<file path="src/rtl/mult_fu_if.sv">
// Issue/completion bundle of the pipelined multiply functional unit.
// master = issue FIFO + complete stage side, slave = the multiply unit.
interface mult_fu_if #(
    parameter int XLEN      = 32,
    parameter int PRF_IDX_W = 6,
    parameter int ROB_IDX_W = 5
);
    logic                 in_valid;
    logic [1:0]           in_func;
    logic [XLEN-1:0]      in_rs1;
    logic [XLEN-1:0]      in_rs2;
    logic [PRF_IDX_W-1:0] in_dest_preg;
    logic [ROB_IDX_W-1:0] in_rob_idx;
    logic                 rd_en;
    logic                 out_valid;
    logic [XLEN-1:0]      out_value;
    logic [PRF_IDX_W-1:0] out_dest_preg;
    logic [ROB_IDX_W-1:0] out_rob_idx;
    logic                 out_ack;

    modport master (
        output in_valid, in_func, in_rs1, in_rs2, in_dest_preg, in_rob_idx, out_ack,
        input  rd_en, out_valid, out_value, out_dest_preg, out_rob_idx
    );
    modport slave (
        input  in_valid, in_func, in_rs1, in_rs2, in_dest_preg, in_rob_idx, out_ack,
        output rd_en, out_valid, out_value, out_dest_preg, out_rob_idx
    );
endinterface

</file>
<file path="src/rtl/mult_fu_pipe.sv">
// Pipelined shift-and-add multiplier: each stage folds one multiplier chunk into
// a 2*XLEN partial sum; stages stall back from the completion handshake.
module mult_fu_stage #(
    parameter int XLEN      = 32,
    parameter int CHUNK     = 16,
    parameter int PRF_IDX_W = 6,
    parameter int ROB_IDX_W = 5
) (
    input  logic                 clock,
    input  logic                 reset,
    input  logic                 squash,
    input  logic                 ld_en,
    input  logic                 up_vld,
    input  logic [1:0]           up_func,
    input  logic [PRF_IDX_W-1:0] up_preg,
    input  logic [ROB_IDX_W-1:0] up_rob,
    input  logic [2*XLEN-1:0]    up_mcand,
    input  logic [2*XLEN-1:0]    up_mplier,
    input  logic [2*XLEN-1:0]    up_psum,
    output logic                 vld,
    output logic [1:0]           func,
    output logic [PRF_IDX_W-1:0] preg,
    output logic [ROB_IDX_W-1:0] rob,
    output logic [2*XLEN-1:0]    mcand,
    output logic [2*XLEN-1:0]    mplier,
    output logic [2*XLEN-1:0]    psum
);
    logic [2*XLEN-1:0] chunk_z;

    always_comb begin
        chunk_z              = '0;
        chunk_z[CHUNK-1:0]   = up_mplier[CHUNK-1:0];
    end

    always_ff @(posedge clock) begin
        if (reset) begin
            vld    <= 1'b0;
            func   <= '0;
            preg   <= '0;
            rob    <= '0;
            mcand  <= '0;
            mplier <= '0;
            psum   <= '0;
        end else begin
            if (squash)     vld <= 1'b0;
            else if (ld_en) vld <= up_vld;
            // payload only moves with a live op so a drained last stage keeps its data
            if (ld_en && up_vld && !squash) begin
                func   <= up_func;
                preg   <= up_preg;
                rob    <= up_rob;
                mcand  <= up_mcand << CHUNK;
                mplier <= up_mplier >> CHUNK;
                psum   <= up_psum + up_mcand * chunk_z;
            end
        end
    end
endmodule

module mult_fu_pipe #(
    parameter int NUM_STAGE = 4,
    parameter int XLEN      = 32,
    parameter int PRF_IDX_W = 6,
    parameter int ROB_IDX_W = 5
) (
    input  logic     clock,
    input  logic     reset,
    input  logic     squash,
    mult_fu_if.slave bus
);
    localparam int CHUNK = 2*XLEN/NUM_STAGE;
    localparam int LAST  = NUM_STAGE-1;
    localparam logic [1:0] FN_MUL    = 2'b00;
    localparam logic [1:0] FN_MULH   = 2'b01;
    localparam logic [1:0] FN_MULHSU = 2'b10;

    logic [NUM_STAGE-1:0]                vld_pipe;
    logic [NUM_STAGE-1:0]                adv;
    logic [NUM_STAGE:0]                  ready;
    logic [NUM_STAGE-1:0][1:0]           func_q;
    logic [NUM_STAGE-1:0][PRF_IDX_W-1:0] preg_q;
    logic [NUM_STAGE-1:0][ROB_IDX_W-1:0] rob_q;
    logic [NUM_STAGE-1:0][2*XLEN-1:0]    mcand_q, mplier_q, psum_q;
    logic                                signed_rs1, signed_rs2, accept;
    logic [2*XLEN-1:0]                   ext_rs1, ext_rs2;
    logic                                unused_tail;

    // ready[k]: stage k can take an op this cycle; ready[NUM_STAGE] is the completion ack
    always_comb begin
        adv              = '0;
        ready            = '0;
        ready[NUM_STAGE] = bus.out_ack;
        for (int k = LAST; k >= 0; k--) begin
            adv[k]   = vld_pipe[k] && ready[k+1];
            ready[k] = !vld_pipe[k] || adv[k];
        end
    end

    assign bus.rd_en = !reset && !squash && ready[0];
    assign accept    = bus.in_valid && bus.rd_en;

    assign signed_rs1 = (bus.in_func == FN_MULH) || (bus.in_func == FN_MULHSU);
    assign signed_rs2 = (bus.in_func == FN_MULH);
    assign ext_rs1    = {{XLEN{signed_rs1 & bus.in_rs1[XLEN-1]}}, bus.in_rs1};
    assign ext_rs2    = {{XLEN{signed_rs2 & bus.in_rs2[XLEN-1]}}, bus.in_rs2};

    for (genvar k = 0; k < NUM_STAGE; k++) begin : g_stage
        logic                 up_vld;
        logic [1:0]           up_func;
        logic [PRF_IDX_W-1:0] up_preg;
        logic [ROB_IDX_W-1:0] up_rob;
        logic [2*XLEN-1:0]    up_mcand, up_mplier, up_psum;

        if (k == 0) begin : g_head
            assign up_vld    = accept;
            assign up_func   = bus.in_func;
            assign up_preg   = bus.in_dest_preg;
            assign up_rob    = bus.in_rob_idx;
            assign up_mcand  = ext_rs1;
            assign up_mplier = ext_rs2;
            assign up_psum   = '0;
        end else begin : g_body
            assign up_vld    = vld_pipe[k-1];
            assign up_func   = func_q[k-1];
            assign up_preg   = preg_q[k-1];
            assign up_rob    = rob_q[k-1];
            assign up_mcand  = mcand_q[k-1];
            assign up_mplier = mplier_q[k-1];
            assign up_psum   = psum_q[k-1];
        end

        mult_fu_stage #(
            .XLEN(XLEN), .CHUNK(CHUNK), .PRF_IDX_W(PRF_IDX_W), .ROB_IDX_W(ROB_IDX_W)
        ) u_stage (
            .clock(clock), .reset(reset), .squash(squash), .ld_en(ready[k]),
            .up_vld(up_vld), .up_func(up_func), .up_preg(up_preg), .up_rob(up_rob),
            .up_mcand(up_mcand), .up_mplier(up_mplier), .up_psum(up_psum),
            .vld(vld_pipe[k]), .func(func_q[k]), .preg(preg_q[k]), .rob(rob_q[k]),
            .mcand(mcand_q[k]), .mplier(mplier_q[k]), .psum(psum_q[k])
        );
    end

    // the last stage's shifted operands are fully consumed and feed nothing
    assign unused_tail = ^{mcand_q[LAST], mplier_q[LAST], adv};

    assign bus.out_valid     = vld_pipe[LAST];
    assign bus.out_value     = (func_q[LAST] == FN_MUL) ? psum_q[LAST][XLEN-1:0]
                                                        : psum_q[LAST][2*XLEN-1:XLEN];
    assign bus.out_dest_preg = preg_q[LAST];
    assign bus.out_rob_idx   = rob_q[LAST];
endmodule

</file>
<file path="src/flat_wrapper.sv">
// flat-port wrapper written by rule: the top's interface ports become plain ports
module mult_fu_pipe_flat 
#(
    parameter int NUM_STAGE = 4,
    parameter int XLEN      = 32,
    parameter int PRF_IDX_W = 6,
    parameter int ROB_IDX_W = 5
)
  (clock, reset, squash, bus_in_valid, bus_in_func, bus_in_rs1, bus_in_rs2, bus_in_dest_preg, bus_in_rob_idx, bus_out_ack, bus_rd_en, bus_out_valid, bus_out_value, bus_out_dest_preg, bus_out_rob_idx);
  mult_fu_if #(.XLEN(XLEN), .PRF_IDX_W(PRF_IDX_W), .ROB_IDX_W(ROB_IDX_W)) bus_i ();
  input  logic clock;
  input  logic reset;
  input  logic squash;
  input wire logic [$bits(bus_i.in_valid)-1:0] bus_in_valid;
  input wire logic [$bits(bus_i.in_func)-1:0] bus_in_func;
  input wire logic [$bits(bus_i.in_rs1)-1:0] bus_in_rs1;
  input wire logic [$bits(bus_i.in_rs2)-1:0] bus_in_rs2;
  input wire logic [$bits(bus_i.in_dest_preg)-1:0] bus_in_dest_preg;
  input wire logic [$bits(bus_i.in_rob_idx)-1:0] bus_in_rob_idx;
  input wire logic [$bits(bus_i.out_ack)-1:0] bus_out_ack;
  output wire logic [$bits(bus_i.rd_en)-1:0] bus_rd_en;
  output wire logic [$bits(bus_i.out_valid)-1:0] bus_out_valid;
  output wire logic [$bits(bus_i.out_value)-1:0] bus_out_value;
  output wire logic [$bits(bus_i.out_dest_preg)-1:0] bus_out_dest_preg;
  output wire logic [$bits(bus_i.out_rob_idx)-1:0] bus_out_rob_idx;
  assign bus_i.in_valid = bus_in_valid;
  assign bus_i.in_func = bus_in_func;
  assign bus_i.in_rs1 = bus_in_rs1;
  assign bus_i.in_rs2 = bus_in_rs2;
  assign bus_i.in_dest_preg = bus_in_dest_preg;
  assign bus_i.in_rob_idx = bus_in_rob_idx;
  assign bus_i.out_ack = bus_out_ack;
  assign bus_rd_en = bus_i.rd_en;
  assign bus_out_valid = bus_i.out_valid;
  assign bus_out_value = bus_i.out_value;
  assign bus_out_dest_preg = bus_i.out_dest_preg;
  assign bus_out_rob_idx = bus_i.out_rob_idx;
  mult_fu_pipe #(.NUM_STAGE(NUM_STAGE), .XLEN(XLEN), .PRF_IDX_W(PRF_IDX_W), .ROB_IDX_W(ROB_IDX_W)) u_core (.clock(clock), .reset(reset), .squash(squash), .bus(bus_i));
endmodule
</file>
<file path="config.mk">
export PLATFORM = sky130hd
export DESIGN_NAME = mult_fu_pipe_flat
export DESIGN_NICKNAME = d
export VERILOG_FILES = /design/src/rtl/mult_fu_if.sv /design/src/rtl/mult_fu_pipe.sv /design/src/flat_wrapper.sv
export SDC_FILE = /design/constraint.sdc
export NUM_CORES = 2
export LEC_CHECK = 0
export BUFFER_PORTS_ARGS = -buffer_cell sky130_fd_sc_hd__buf_4
export CAP_MARGIN = 20
export CORE_ASPECT_RATIO = 1.5
export CORE_UTILIZATION = 35
export CTS_CLUSTER_SIZE = 40
export DETAILED_ROUTE_END_ITERATION = 7
export HOLD_SLACK_MARGIN = 0.1
export SLEW_MARGIN = 0
export SYNTH_ARGS = -nofsm -noshare
export SYNTH_HDL_FRONTEND = slang
export SYNTH_SLANG_ARGS = --single-unit
</file>
<file path="constraint.sdc">
create_clock -name clock -period 8.1 [get_ports clock]
set_clock_uncertainty 0.2 [all_clocks]
set_input_delay 1.215 -clock clock [delete_from_list [all_inputs] [get_ports clock]]
set_output_delay 1.215 -clock clock [all_outputs]
set_load 0.02 [all_outputs]
</file>
### Word level (Yosys, flattened, before mapping)

Cells that the tools add are included.

* $add $sub $neg: 3
* multiply operators: 4
* divide/modulo/power cells: 0
* $lt $le $gt $ge: 0
* eq/ne operators: 2
* shifts and indexed selects: 0
* mux-type cells: 1
* bitwise operators: 2
* reductions and logical operators: 25

Operators by type and width (count)
* 64-bit adder: 3
* 33-bit by 17-bit multiplier with 50-bit output: 1
* 48-bit by 16-bit multiplier with 48-bit output: 1
* 32-bit by 16-bit multiplier with 32-bit output: 1
* 32-bit two-way mux: 1
* 16-bit by 1-bit multiplier with 16-bit output: 1
* 1-bit logical AND: 12
* 1-bit zero test: 6
* 1-bit logical OR: 5
* 1-bit AND: 2
* 2-bit by 1-bit equality test with 1-bit output, second input constant: 1
* 2-bit equality test, second input constant: 1
* 2-bit zero test: 1
* 2-bit OR reduction: 1

* register bits: 412
* bits in latches: 0
* RAM bits: 0
* ROM bits: 0
* input bits: 82
* output and inout port bits: 45
* memories kept: 0

### Longest topological paths before layout

* depth in word-level cells: 12
* depth in mapped cells: 39
* gate-level depth less buffers: 37

### Hierarchy

Synthesis repeated with hierarchy kept, for this count alone.

* cells, all modules: 17211
* area total of the unflattened synthesis: 141723.4 sq um

Modules (own cells, without submodules)
* mult_fu_stage at u_core.g_stage[0].u_stage ...: times used 3, cells each 4303, area each 35323.9 sq um, sequential area each 3483.3 sq um
* mult_fu_stage at u_core.g_stage[3].u_stage: times used 1, cells each 4252, area each 35227.5 sq um, sequential area each 3483.3 sq um
* mult_fu_pipe: times used 1, cells each 50, area each 524.3 sq um, sequential area each 0.0 sq um

### Worst setup path before layout

Ideal clock, no wire load.

* kind: reg-to-reg
* from: register u_core.g_stage[0].u_stage.mcand[27]
* to: register u_core.g_stage[1].u_stage.psum[63]
* setup time: 0.070 ns
* arrival: 8.157 ns
* slack: -0.328 ns
* stages on the path, launching flop included: 39
* period minus slack after synthesis: 8.428 ns
* cells stage by stage: dfxtp_1 > clkbuf_1 > clkbuf_1 > nand2_1 > fa_1 > inv_1 > fa_1 > inv_1 > fa_1 > inv_1 > fa_1 > fa_1 > inv_1 > fa_1 > inv_1 > ha_1 > a21o_1 > a21o_1 > (+3 left out) > o21ai_1 > nand2_1 > nand2b_1 > a21oi_1 > xnor2_1 > ha_1 > clkbuf_1 > a21oi_1 > o21ai_0 > a211o_1 > a311o_1 > a211oi_1 > nor4b_1 > nor2_1 > a211oi_1 > o31a_1 > or3_1 > a21oi_1

* longest elaborated chain between the ends: 2

Ends and longest elaborated chain
* start: declaration: line mult_fu_pipe.sv:24 `output logic [2*XLEN-1:0] mcand,`
* start signal: assignment: line mult_fu_pipe.sv:52 `mcand <= up_mcand << CHUNK;`
* 48-bit by 16-bit multiplier with 48-bit output: line mult_fu_pipe.sv:54 `psum <= up_psum + up_mcand * chunk_z;`
* 64-bit adder: line mult_fu_pipe.sv:54
* end signal: assignment: line mult_fu_pipe.sv:54
* end: declaration: line mult_fu_pipe.sv:26 `output logic [2*XLEN-1:0] psum`

Every way passes these cells.
A chain may end at the register's enable or synchronous reset.

### Worst setup path after layout

* from: register u_core.g_stage[0].u_stage.mcand[21]
* to: register u_core.g_stage[1].u_stage.psum[55]

The elaborated chain is that of the path after synthesis.

==> summary.txt <==
Routing
  – Average wire length per cell after detail routing: 19.46 um
  – DRC Markers: 0
  – 1st-pass router iterations: 6
  – Detail Route Antenna Nets: 0
  – Routed wire length: 196400 um
  – Number of vias in the routed layout: 50184
  – Avg Vias per Cell: 4.971
  – First-iteration detailed-routing DRC count: 2791

Yosys
  – Cells after Synth: 7170
  – Synthesized area per cell: 8.559 um^2
  – Synth warn: 0
  – Sequential element share of the synthesized area: 12.98%
  – Most frequently used flop master after synthesis: sky130_fd_sc_hd__dfxtp_1
  – Number of register bits inferred by synthesis: 398
  – Number of synthesized flops with an enable pin: 0
  – Top area cells in the synthesized netlist: sky130_fd_sc_hd__fa_1 39%, sky130_fd_sc_hd__dfxtp_1 13%, sky130_fd_sc_hd__nand2_1 8.9%
  – Post-Synthesis Cell Area: 61370 um^2
  – Cell accounting for the most synthesized area: sky130_fd_sc_hd__fa_1
  – Post-synth cell types: 77
  – Share of synthesized registers carrying an async set or reset: 0%
  – Fraction of synthesized cell area taken by the top area cell type: 39.34%
  – Mapped Nets: 8813

Die
  – Standard cell core area: 173600 um^2
  – Initial Util: 35.35%
  – Vertical die dimension: 514.9 um
  – Die area: 177100 um^2
  – Width of the die: 343.9 um
  – Placement Rows: 187
  – IO Pins: 127

STA
  – Max_slew headroom: 29.35%
  – Fin worst setup slack: -0.4040 ns
  – Hold violation count in the final report: 0
  – Setup repair after global routing missed its margin: true
  – Total setup violations reported at the end of the flow: 17
  – Actual transition at the worst max-transition pin: 1.060 ns
  – Final max-slew violation count: 0
  – Time the final worst path needs with I/O delays and setup: 8.504 ns
  – Final Hold Slack: 0.2177 ns
  – Achievable clock frequency: 117.6 MHz
  – Crit share post-route: 105.0%
  – Total Negative Setup Slacks: -4.420 ns

Cells and area
  – Share of layout cells above drive strength 1: 17.51%
  – Post-layout net count: 9439
  – Synthesis-to-finish area growth: 19.63%
  – Most frequent cells in the layout: 1440 x sky130_fd_sc_hd__nand2_1, 1307 x sky130_fd_sc_hd__inv_1, 1170 x sky130_fd_sc_hd__fa_1, 874 x sky130_fd_sc_hd__buf_4, 490 x sky130_fd_sc_hd__a21oi_1
  – Fill cell count: 17258
  – Most frequent standard cell in the layout excluding fill and tap cells: sky130_fd_sc_hd__nand2_1

Worst setup path
  – Endpoint required time on the critical path: 8.45 ns
  – Capture instance of the worst register-to-register path: u_core.g_stage[1].u_stage.psum[55]
  – Number of cells on the worst reg-to-reg path: 34
  – CP max stage cell: sky130_fd_sc_hd__fa_1
  – Worst flop-to-flop path startpoint: u_core.g_stage[0].u_stage.mcand[21]
  – Delay of the slowest critical-path stage: 0.56 ns
  – Internal reg-to-reg setup slack: -0.40 ns
  – Worst-path fanout max: 6
  – Critical Path Source Type: flop
  – Critical Path End Type: flop
  – Data arrival at the endpoint of the critical path: 8.86 ns
  – Most used cell along the critical path: sky130_fd_sc_hd__fa_1
  – Setup CP Type: flop to flop
  – Critical path startpoint: u_core.g_stage[0].u_stage.mcand[21]

Power and ir drop
  – Worst vdd rail ir drop: 0.5711 mV
  – Power per Cell Area: 262.7 nW/um^2
  – Leakage power total: 34.11 nW
  – Total Power Consumption: 19.29 mW

Place
  – Count of input and output buffers: 126
  – Placer's final routability congestion estimate: 0.9348
  – Post-DP HPWL: 161600 um

Hold path
  – Capture endpoint of the worst hold path: u_core.g_stage[1].u_stage.func[0]
  – Min-Delay Path Class: flop to flop
  – Hold Crit Depth: 2
  – Origin of the worst min-delay path: u_core.g_stage[0].u_stage.func[0]

Job
  – Number of violations of the max-capacitance limit: 0

GRT
  – Total grt overflow: 0
  – GRT Overall Usage: 22.33%
  – Number of antenna violations at the first check in global routing: 1
  – Global-route wire length before repair: 305000 um
  – Maximum number of pins on one net before global-route repair: 95
  – Via count of the first global-routing pass: 54418

Status
  – Run status: finished, violations left
  – Violations in the final reports: negative setup slack

CTS
  – CTS Buf Count: 38
  – Clock-pin slew on the worst setup and hold paths: 0.08 ns
  – Clock buffer depth: 3
  – Maximum level of the CTS H-tree: 2
  – Total number of clock tree sinks: 398
  – TritonCTS clock tree: yes
  – Worst-Skew Late Latency: 0.63 ns
  – Number of hold-repair buffers added at the cts stage: 0
  – CTS root buf: sky130_fd_sc_hd__clkbuf_16
synth_stat cells (all sizes together), types with 29 or more instances:
cell	number
nand2	1456
inv	1334
fa	1206
a21oi	532
and2	431
dfxtp	398
ha	355
clkbuf	343
xnor2	172
nor2	135
o21ai	118
a21o	93
nand3	64
nor3	47
xor2	43
o21a	38
a211oi	34
mux2	33
o21bai	33
nand2b	29
layout make-up:
type / count / area, um^2 / share of cell area, %
inverters: 1334 / 5015 / 6.830
diodes: 1 / 2.502 / 0.003408
clock inverters: 18 / 276.5 / 0.3766
well taps: 2268 / 2838 / 3.865
flip-flops and latches: 398 / 8045 / 10.96
multi-input cells: 5091 / 48650 / 66.26
repair buffers: 933 / 7513 / 10.23
clock buffers: 52 / 1084 / 1.476
worst max-delay path, delay by kind of cell, from the launching register on:
kind            cells  cell delay (ns)
compound gates      9             1.84
buf+inv             7             0.87
xor+xnor            2             0.28
simple gates        8             1.23
flops               1             0.39
fa+ha+maj           8             3.61
state kept, by name (all words and copies together) (netlist names):
register / cells
u_core.g_stage.u_stage.psum: 242
u_core.g_stage.u_stage.mcand: 81
u_core.g_stage.u_stage.preg: 24
u_core.g_stage.u_stage.rob: 20
u_core.g_stage.u_stage.mplier: 19
u_core.g_stage.u_stage.func: 8
u_core.g_stage.u_stage.vld: 4
metal layers:
layer	track usage, %	vias to the layer above	wire [um]
met4	12.52	0	13140
met3	1.965	505	6757
met2	41.45	1213	103800
met5	0	-	0
li1	-	23062	-
met1	24.73	25404	72680
worst max-delay path by stage:
stage	endpoint	depth (start not counted)
5_1_grt	u_core.g_stage[1].u_stage.psum[63]	38
3_3_place_gp	u_core.g_stage[1].u_stage.psum[63]	34
2_1_floorplan	u_core.g_stage[1].u_stage.psum[63]	37
3_5_place_dp	u_core.g_stage[1].u_stage.psum[63]	36
6_report	u_core.g_stage[1].u_stage.psum[55]	34
4_1_cts	u_core.g_stage[1].u_stage.psum[63]	36
stage by stage:
step                instances  utilization (%)  cell area, um^2  setup WS, ns
CTS                     10059            41.60            72220       -0.3769
floorplan                7170                -            61600      -0.03244
global route            10095            42.29            73420       -0.7185
finish                  10095            42.29            73420       -0.4040
global placement         9963            40.26            69900       -0.8727
detailed placement       9963            40.26            69900       -0.8839
report_power, final:
group          internal [mW]  switching (mW)
sequential              2.03          0.0551
combinational           6.95            8.24
clock                   1.12           0.897
total                   10.1            9.19
logic make-up (layout without fill, tap and decap cells):
logic type | count (synthesis) | after routing | share of synthesized area (%)
other | 0 | 1 | 0
muxes | 40 | 40 | 0.7197
and+or+nand+nor | 2306 | 2306 | 16.91
xor gates and xnor gates | 215 | 215 | 3.068
AOI/OAI and AO/OA | 969 | 969 | 9.464
buffers and inverters | 1681 | 2337 | 10.28
DFF | 398 | 398 | 12.98
adders and majority gates | 1561 | 1561 | 46.58
repair_timing:
item                       4_1_cts  5_1_grt
cloned                           1        1
pin swaps                      105      156
setup buffers                   31       42
gates resized for setup        208      226
setup endpoints to repair       39       41
Power figures use the tool's default switching activity.
